--- config.mk ---
export PLATFORM = sky130hd
export DESIGN_NAME = digit_scan_mux
export DESIGN_NICKNAME = d
export VERILOG_FILES = /design/src/rtl/digit_scan_mux.sv
export SDC_FILE = /design/constraint.sdc
export NUM_CORES = 1
export LEC_CHECK = 0
export ABC_AREA = 0
export CAP_MARGIN = 20
export CORE_ASPECT_RATIO = 2
export CORE_MARGIN = 1.5
export CORE_UTILIZATION = 55
export DETAILED_ROUTE_END_ITERATION = 16
export PLACE_DENSITY = 0.79
export SLEW_MARGIN = 40
export SYNTH_ARGS = -nofsm -noshare
export SYNTH_HDL_FRONTEND = slang
export SYNTH_SLANG_ARGS = --single-unit
--- constraint.sdc ---
create_clock -name clk -period 2.8 [get_ports clk]
set_input_delay 0.56 -clock clk [delete_from_list [all_inputs] [get_ports clk]]
set_output_delay 0.56 -clock clk [all_outputs]
set_load 0.005 [all_outputs]
--- src/rtl/digit_scan_mux.sv ---
// digit_scan_mux: time-multiplexed scanner for a 4-digit common-anode
// seven-segment display. A 16-bit value is latched on `load` and shown one
// nibble at a time with an active-low one-hot anode enable. New values are
// committed only at frame boundaries, so a frame never mixes two values.
//
// Optional feature: define LEADING_ZERO_BLANK_EN to blank leading-zero
// digits (slots 1..3). Without it, `blank` is tied low and every slot drives
// its anode.
//
// `load` is a single-cycle strobe with no back-pressure: it is sampled on
// every rising edge and always accepted. The most recent load before a frame
// wrap wins; a load on the wrap edge itself goes straight to the display.
module digit_scan_mux #(
  parameter int REFRESH_DIV = 50000
) (
  input  logic        clk,
  input  logic        rst,
  input  logic        load,
  input  logic [15:0] value,
  output logic [3:0]  digit,
  output logic [3:0]  an,
  output logic        blank,
  output logic        frame_tick,
  output logic        pending
);

  localparam int PW = (REFRESH_DIV > 1) ? $clog2(REFRESH_DIV) : 1;
  localparam logic [PW-1:0] PRE_MAX = PW'(REFRESH_DIV - 1);

  // Scan state
  logic [PW-1:0] pre_q, pre_d;
  logic [1:0]    idx_q, idx_d;
  logic [15:0]   shadow_q, shadow_d;
  logic [15:0]   pend_val_q, pend_val_d;
  logic          pending_q, pending_d;

  // Registered display outputs
  logic [3:0]    digit_q, digit_d;
  logic [3:0]    an_q, an_d;
  logic          blank_q, blank_d;
  logic          frame_tick_q, frame_tick_d;

  logic          slot_end;
  logic          frame_wrap;
  logic          blank_now;

  // Prescaler, slot index and value staging (shadow / pending) next state
  always_comb begin
    pre_d      = pre_q;
    idx_d      = idx_q;
    shadow_d   = shadow_q;
    pend_val_d = pend_val_q;
    pending_d  = pending_q;

    slot_end   = (pre_q == PRE_MAX);
    frame_wrap = slot_end && (idx_q == 2'd3);

    if (slot_end) begin
      pre_d = '0;
      idx_d = idx_q + 2'd1;
    end else begin
      pre_d = pre_q + 1'b1;
    end

    if (load && frame_wrap) begin
      // Load coinciding with the wrap bypasses the staging register.
      shadow_d   = value;
      pend_val_d = value;
      pending_d  = 1'b0;
    end else if (load) begin
      pend_val_d = value;
      pending_d  = 1'b1;
    end else if (frame_wrap && pending_q) begin
      shadow_d  = pend_val_q;
      pending_d = 1'b0;
    end
  end

  // Blank decision for the slot currently selected by idx_q
  always_comb begin
    blank_now = 1'b0;
`ifdef LEADING_ZERO_BLANK_EN
    case (idx_q)
      2'd1:    blank_now = (shadow_q[15:4]  == 12'h000);
      2'd2:    blank_now = (shadow_q[15:8]  == 8'h00);
      2'd3:    blank_now = (shadow_q[15:12] == 4'h0);
      default: blank_now = 1'b0;
    endcase
`else
    blank_now = 1'b0;
`endif
  end

  // Output register inputs, derived from the current (pre-edge) state
  always_comb begin
    digit_d = shadow_q[3:0];
    case (idx_q)
      2'd0:    digit_d = shadow_q[3:0];
      2'd1:    digit_d = shadow_q[7:4];
      2'd2:    digit_d = shadow_q[11:8];
      default: digit_d = shadow_q[15:12];
    endcase
    an_d         = blank_now ? 4'b1111 : ~(4'b0001 << idx_q);
    blank_d      = blank_now;
    frame_tick_d = (idx_q == 2'd0) && (pre_q == '0);
  end

  // Scan state register
  always_ff @(posedge clk or posedge rst) begin
    if (rst) begin
      pre_q      <= '0;
      idx_q      <= 2'd0;
      shadow_q   <= 16'h0000;
      pend_val_q <= 16'h0000;
      pending_q  <= 1'b0;
    end else begin
      pre_q      <= pre_d;
      idx_q      <= idx_d;
      shadow_q   <= shadow_d;
      pend_val_q <= pend_val_d;
      pending_q  <= pending_d;
    end
  end

  // Output register: keeps the anode drive glitch-free
  always_ff @(posedge clk or posedge rst) begin
    if (rst) begin
      digit_q      <= 4'h0;
      an_q         <= 4'b1111;
      blank_q      <= 1'b0;
      frame_tick_q <= 1'b0;
    end else begin
      digit_q      <= digit_d;
      an_q         <= an_d;
      blank_q      <= blank_d;
      frame_tick_q <= frame_tick_d;
    end
  end

  assign digit      = digit_q;
  assign an         = an_q;
  assign blank      = blank_q;
  assign frame_tick = frame_tick_q;
  assign pending    = pending_q;

endmodule

Word-level counts from Yosys, hierarchy flattened
Index checks and enable logic that the tools add are counted.

storage, ports and cells
  bits in registers = 60
  input port bits = 19
  logic and storage cells = 37

cells by class
  add/sub/neg operators = 2
  equal/unequal tests = 5
  shifts and indexed selects = 1
  muxes and demuxes = 10
  bitwise gates (word level) = 1
  reductions and logical operators = 10

operators by type and width
  kind                     count
  $mux W16                 6
  $add A16 B1 Y16 const B  1
  $eq A16 B16 Y1 const B   1
  $logic_not A16 Y1        1
  $pmux W4 S3              1
  $eq A2 B2 Y1 const B     2
  $logic_and A1 B1 Y1      4
  $not A4 Y4               1
  $reduce_bool A2 Y1       2
  $shl A1 B2 Y4 const A    1
  $mux W1                  3
  $reduce_bool A3 Y1       1
  $add A2 B1 Y2 const B    1
  $eq A2 B1 Y1 const B     1
  $logic_not A2 Y1         1
  $ne A2 B1 Y1 const B     1
  $reduce_and A2 Y1        1

Logic depth before layout (Yosys ltp)
Gate-level depths: netlist of the first run.

  word-level depth = 6
  gate-level depth with buffers = 7
  gate-level depth less buffers = 5

Worst setup path before layout of the first run
No wires, ideal clock.

  kind = register to register
  start point = reg pre_q[7]
  end point = reg shadow_q[0]
  library setup time = 0.125 ns
  arrival = 2.080 ns
  data required time = 2.675 ns
  path slack = 0.595 ns
  cell stages (with the launch flop) = 5
  clock period less this slack = 2.205 ns
  path through = dfrtp_1 or4_4 nor4_4 nor3b_4 mux2_2

on the way
  longest elaborated chain between the ends = 5
  elaborated cells on any way between the ends = 8

ends and longest elaborated chain
  element                                                                     RTL line  text
  start, declared                                                             31        logic [PW-1:0] pre_q, pre_d;
  start signal, assigned                                                      117       pre_q <= pre_d;
  $eq A16 B16 Y1 *                                                            55        slot_end = (pre_q == PRE_MAX);
  $logic_and A1 B1 Y1 *                                                       56        frame_wrap = slot_end && (idx_q == 2'd3);
  $logic_and A1 B1 Y1, on equally long branches                               65, 73
  $ne A2 B1 Y1 (no source line) / $reduce_bool A2 Y1 (equally long branches)  -
  $reduce_and A2 Y1 (no source line)                                          -
  end signal, assigned                                                        119       shadow_q <= shadow_d;
  end, declared                                                               33        logic [15:0] shadow_q, shadow_d;

Every way passes the cells marked *; elsewhere a longest branch is shown, timed or not.
A chain may end at the register's enable or synchronous reset.

Final worst setup path of the first run
  start point = reg pre_q[7]
  end point = reg shadow_q[14]

Same word-level chain as after synthesis.

==> results of run 1 <==
-- worst register-to-register path: stages, from the launching register on --
cell and delay, ns:
dfrtp_1 0.44, or4_4 0.60, nor4_4 0.31, nor3b_4 0.48
mux2_2 0.41
-- cell families after synthesis --
| kind of cell | Yosys count |
|---|---|
| mux | 27 |
| flops | 60 |
| fa+ha+maj | 7 |
| simple gates | 63 |
| xor+xnor | 13 |
| compound gates | 23 |
| other cells | 1 |
| buf+inv | 26 |
-- power by group through the flow --
stage                     registers (uW)  logic (uW)  clock network, uW
after global routing                 908         110                976
after CTS                            906         102                945
after floorplan                      918        56.2                  0
final                                906        99.5                933
after detailed placement             921         101                  0
after global placement               919        98.9                  0
-- worst max path at each step --
stage                  start      endpoint  slack (ns)
finish              pre_q[7]  shadow_q[14]        0.45
global route        pre_q[7]  shadow_q[14]        0.37
floorplan           pre_q[7]   shadow_q[0]        0.60
global placement    idx_q[0]   shadow_q[4]        0.56
CTS                 pre_q[7]  shadow_q[14]        0.46
detailed placement  idx_q[1]  shadow_q[12]        0.53
-- flip-flops by register name, summed over array words and instances, names as in the netlist --
name,count
pend_val_q,16
pre_q,16
shadow_q,16
an,4
digit,4
idx_q,2
frame_tick,1
pending,1
-- through the flow --
| step | total power, uW | utilization (%) | setup slack, ns |
|---|---|---|---|
| after floorplan | 974 | - | 0.595 |
| after global placement | 1020 | 65.0 | 0.565 |
| after detailed placement | 1020 | 65.0 | 0.526 |
| after CTS | 1950 | 70.2 | 0.461 |
| after global routing | 1990 | 70.2 | 0.373 |
| final | 1940 | 70.2 | 0.453 |
-- synthesized netlist by cell type (2+ instances only) --
cell and n:
dfrtp_1 56, mux2_2 23, inv_1 18, nor2_1 14, nand2_1 13, nand3_1 10
xor2_1 8, clkbuf_1 7, ha_1 7, nand4_1 5, xnor2_1 5, a222oi_1 4
a2bb2oi_1 4, dfstp_2 4, mux2i_1 4, o22ai_1 4, or3_1 4, a32oi_1 3
nor4_1 3, o21ai_0 3, nor2b_1 2, nor3_1 2, or4_1 2
-- routing by layer --
layer | share of wire, % | track usage (%)
met5 | 0 | 0
met4 | 3.0 | 13.8
met3 | 3.2 | 5.90
met2 | 56 | 40.8
met1 | 38 | 25.6
-- area by class of cell --
type / count / area, um^2
clock inverter: 7 / 115
tap: 55 / 68.8
clock buffer: 9 / 124
timing repair buffer: 33 / 330
multi-input combinational: 134 / 1040
inverter: 18 / 67.6
fill: 335 / 1390
sequential: 60 / 1510
==> results.sh, run 1 <==
export IMPL_outcome="complete, no violations"
export IMPL_synth_net_count=246
export IMPL_synthFlopType="dfrtp_1"
export IMPL_hpwl_um=3740
export IMPL_synth_area_mux_share_pct=11.3
export IMPL_rr_worst_depth=4
export IMPL_antennaDiodeCount=0
export IMPL_crit_chain="or4_4 > nor4_4 > nor3b_4 > mux2_2"
export IMPL_power_switching_uw=403
export IMPL_core_area_um2=4640
export IMPL_cts_clk_slew_worst_paths_ns=0.07
export IMPL_ys_ff_latch=60
export IMPL_critical_path_class="reg2reg"
export IMPL_async_flop_share_pct=100
export IMPL_cts_tree="built"
export IMPL_synth_warning_count=0
export IMPL_vias_per_cell=5.84
export IMPL_powerDensity_nw_per_um2=595
export IMPL_cts_buffers_inserted=9
export IMPL_tns_ns=0
export IMPL_fin_area_um2=3260
export IMPL_setup_viol=0
export IMPL_synth_compound_area_share_pct=6.89
export IMPL_grt_pass1_vias=1859
export IMPL_drv_cap=0
export IMPL_ir_drop_mv=0.458
export IMPL_die_w_um=52.1
export IMPL_p_leak_uw=0.00143
export IMPL_rows=35
export IMPL_min_from="pend_val_q[1]"
export IMPL_r2r_slack_ns=0.45
export IMPL_synth_top_area_share_pct=52.8
export IMPL_drt_pass1_iterations=4
export IMPL_ys_types=38
export IMPL_rr_startpoint="pre_q[7]"
export IMPL_layout_drive_gt1_share_pct=20.7
export IMPL_antenna_found_initial=0
export IMPL_synth_edf_count=0
export IMPL_clock_skew_ns=0.00641
export IMPL_rsz0062_at_grt="no"
export IMPL_place_area_um2=3020
export IMPL_cp_end_kind="flip-flop"
export IMPL_post_cts_resized=0
export IMPL_cts_root_buf="clkbuf_8"
export IMPL_vias=1845
export IMPL_netlist_area_um2=2650
export IMPL_holdPathEnd="pend_val_q[1]"
export IMPL_globalplace_congestion=0.759
export IMPL_startpoint_type="flip-flop"
export IMPL_wire_per_inst_um=17.1
export IMPL_syn_mean_instance_area_um2=12.1
export IMPL_synth_top_area_cell="dfrtp_1"
export IMPL_whs_ns=0.504
export IMPL_grt_pass1_wl_um=8790
export IMPL_tightest_slew_ns=0.542
export IMPL_critPathMaxStageDelay_ns=0.60
export IMPL_finalCriticalPeriod_ns=2.35
export IMPL_finalWirelength_um=5400
export IMPL_netlist_instances=220
export IMPL_synth_fa_ha_area_share_pct=3.30
export IMPL_crit_family="simple AND/OR/NAND/NOR gates"
export IMPL_critPathRequiredTime_ns=3.03
export IMPL_final_cell_mix="dfrtp_1 (56), clkdlybuf4s50_1 (28), mux2_2 (23)"
export IMPL_path_max_fanout=8
export IMPL_grtUsageTotal_pct=23.7
export IMPL_grt_overflow_total=0
export IMPL_io_pins=30
export IMPL_switching_share_pct=20.8
export IMPL_htreeDepth=3
export IMPL_insertion_delay_ns=0.35
export IMPL_crit_buf_inv=0
export IMPL_nets=282
export IMPL_stdcell_count=316
export IMPL_crit_slowest_cell="or4_4"
export IMPL_syn_to_final_growth_pct=22.8
export IMPL_fmax_ghz=0.426
export IMPL_drc=0
export IMPL_ant_nets=0
export IMPL_die_h_um=101
export IMPL_cp_depth=4
export IMPL_start_util_pct=57.1
export IMPL_dieArea_um2=5270
export IMPL_post_place_cells=300
export IMPL_r2r_end="shadow_q[14]"
export IMPL_portBuffers=28
export IMPL_clock_tree_buffer_depth=2
export IMPL_hold_path_class="reg2reg"
export IMPL_hold_buffers=0
export IMPL_hold_viol=0
export IMPL_synth_xor_area_share_pct=4.29
export IMPL_yosys_area_share_simple_pct=13.5
export IMPL_postCtsSetupBuffers=0
export IMPL_pwr_share_seq_pct=46.7
export IMPL_slew_viol_final=0
export IMPL_synth_top_family_by_area="simple AND/OR/NAND/NOR gates"
export IMPL_hold_depth=1
export IMPL_comb_power_share_pct=5.1
export IMPL_p_int_uw=1540
export IMPL_yosysSeqAreaShare_pct=56.8
export IMPL_final_common_cell="dfrtp_1"
export IMPL_clock_sinks=60
export IMPL_worstPathArrival_ns=2.58
export IMPL_relSlewSlack_pct=63.8
export IMPL_grt_max_degree=37
export IMPL_drt_iter0_drc=69
export IMPL_pwr_share_clk_pct=48.1
export IMPL_synth_area_top_cells="dfrtp_1 (53%), mux2_2 (9.8%), dfstp_2 (4.0%)"
export IMPL_finalCritPeriodShare_pct=83.8
Power figures use the tool's default switching activity.
==> run 2, diff against run 1 <==
--- a/config.mk
+++ b/config.mk
@@ -9,9 +9,9 @@
 export CAP_MARGIN = 20
 export CORE_ASPECT_RATIO = 2
 export CORE_MARGIN = 1.5
-export CORE_UTILIZATION = 55
+export CORE_UTILIZATION = 50
 export DETAILED_ROUTE_END_ITERATION = 16
-export PLACE_DENSITY = 0.79
+export PLACE_DENSITY = 0.76
 export SLEW_MARGIN = 40
 export SYNTH_ARGS = -nofsm -noshare
 export SYNTH_HDL_FRONTEND = slang
==> constraint.sdc (replaced) <==
create_clock -name clk -period 2 [get_ports clk]
set_input_delay 0.4 -clock clk [delete_from_list [all_inputs] [get_ports clk]]
set_output_delay 0.4 -clock clk [all_outputs]
set_load 0.005 [all_outputs]
==> run 2 against run 1 <==
Non-clock buffer count increased by 24. Worst hold slack lost 0.14 ns. Critical path depth unchanged. Largest power group unchanged. Highest routed layer unchanged.
==> results.sh, run 2 (synthesized netlist as in run 1, its figures left out) <==
export IMPL_outcome="complete, no violations"
export IMPL_start_util_pct=51.6
export IMPL_hold_path_class="in2async"
export IMPL_grt_max_degree=27
export IMPL_htreeDepth=3
export IMPL_worstPathArrival_ns=2.27
export IMPL_pwr_share_seq_pct=46.0
export IMPL_vias=1910
export IMPL_hpwl_um=4010
export IMPL_core_area_um2=5140
export IMPL_power_switching_uw=567
export IMPL_powerDensity_nw_per_um2=780
export IMPL_critPathRequiredTime_ns=2.27
export IMPL_grt_pass1_vias=2014
export IMPL_nets=306
export IMPL_hold_buffers=0
export IMPL_switching_share_pct=20.5
export IMPL_io_pins=30
export IMPL_slew_viol_final=0
export IMPL_dieArea_um2=5780
export IMPL_setup_viol=0
export IMPL_cp_end_kind="flip-flop"
export IMPL_vias_per_cell=5.57
export IMPL_place_area_um2=3220
export IMPL_final_common_cell="dfrtp_1"
export IMPL_drc=0
export IMPL_wire_per_inst_um=16.6
export IMPL_clock_tree_buffer_depth=2
export IMPL_cts_buffers_inserted=9
export IMPL_drt_iter0_drc=51
export IMPL_critical_path_class="reg2reg"
export IMPL_p_leak_uw=0.00158
export IMPL_finalCritPeriodShare_pct=99.7
export IMPL_antenna_found_initial=0
export IMPL_grt_overflow_total=0
export IMPL_clock_skew_ns=0.00973
export IMPL_startpoint_type="flip-flop"
export IMPL_syn_to_final_growth_pct=33.4
export IMPL_cts_clk_slew_worst_paths_ns=0.07
export IMPL_pwr_share_clk_pct=48.6
export IMPL_hold_viol=0
export IMPL_path_max_fanout=5
export IMPL_rows=37
export IMPL_drv_cap=0
export IMPL_insertion_delay_ns=0.34
export IMPL_drt_pass1_iterations=4
export IMPL_antennaDiodeCount=0
export IMPL_clock_sinks=60
export IMPL_rsz0062_at_grt="yes"
export IMPL_die_h_um=106
export IMPL_finalCriticalPeriod_ns=1.99
export IMPL_grtUsageTotal_pct=22.7
export IMPL_finalWirelength_um=5700
export IMPL_final_cell_mix="dfrtp_1 (56), clkdlybuf4s50_1 (28), buf_4 (26)"
export IMPL_largestRegisters="pend_val_q x16, pre_q x16, shadow_q x16"
export IMPL_fin_area_um2=3540
export IMPL_cts_tree="built"
export IMPL_grt_pass1_wl_um=9160
export IMPL_comb_power_share_pct=5.5
export IMPL_portBuffers=28
export IMPL_die_w_um=54.5
export IMPL_post_place_cells=325
export IMPL_ant_nets=0
export IMPL_cts_root_buf="clkbuf_8"
export IMPL_globalplace_congestion=0.827
export IMPL_p_int_uw=2200
export IMPL_ir_drop_mv=0.810
export IMPL_layout_drive_gt1_share_pct=30.5
export IMPL_stdcell_count=343
export IMPL_fmax_ghz=0.501
run 2: changes by cell type in the layout (fill, tap and decap cells not counted), moves of 2 or more:
| cell | previous run | this run |
|---|---|---|
| a2bb2oi_2 | 0 | 4 |
| ha_1 | 7 | 5 |
| a2bb2oi_1 | 4 | 0 |
| buf_4 | 4 | 26 |
| buf_12 | 1 | 3 |
run 2: final timing paths:
| kind | from | endpoint | slack [ns] | cells past startpoint |
|---|---|---|---|---|
| max | pre_q[7] | shadow_q[12] | 0.006 | 4 |
| min | rst | pending | 0.37 | 2 |
| max reg2reg | pre_q[7] | shadow_q[12] | 0.006 | 4 |
| min reg2reg | pend_val_q[14] | pend_val_q[14] | 0.50 | 1 |
| max in group asynchronous | rst | an[2] | 1.08 | 3 |
| min in group clk | pend_val_q[14] | pend_val_q[14] | 0.50 | 1 |
run 2: final cells by class:
type | instances | area, um^2
Timing Repair Buffer | 57 | 536
Tap cell | 58 | 72.6
Clock buffer | 10 | 138
Fill cell | 376 | 1600
Inverter | 18 | 67.6
Sequential cell | 60 | 1510
Multi-Input combinational cell | 134 | 1110
Clock inverter | 6 | 111
run 2: per-layer routing:
metal	GRT usage [%]	routed length (um)
met1	22.4	2080
met2	38.4	3210
met3	7.30	203
met4	14.3	201
met5	0	0
run 2: worst max-delay path: stages, from the launching register on:
cell and delay, ns:
dfrtp_1 0.38, or4_4 0.58, or4_4 0.58, nor2_4 0.21, a2bb2oi_2 0.18
run 2: timing repair:
action,in CTS,in global routing
setup buffers,1,1
pin swaps,4,5
setup endpoints to repair,7,13
gates resized for setup,7,4
run 2: power groups by stage:
stage               combinational (uW)  sequential, uW  clock [uW]
floorplan                         78.7            1280           0
global placement                   145            1290           0
detailed placement                 148            1290           0
CTS                                151            1270        1350
global route                       166            1270        1400
finish                             151            1270        1340
run 2: stage by stage:
step | hold slack (ns) | utilization [%] | total power (uW) | setup WS, ns | TNS [ns]
final | 0.366 | 68.9 | 2760 | 0.00576 | 0
after global routing | 0.407 | 68.9 | 2840 | -0.0440 | -0.371
after CTS | 0.374 | 68.2 | 2770 | 0.00204 | 0
after detailed placement | 0.487 | 62.6 | 1440 | -0.0781 | -0.278
after global placement | 0.481 | 62.6 | 1430 | 0.0160 | 0
after floorplan | 0.464 | - | 1360 | -0.0420 | -0.348
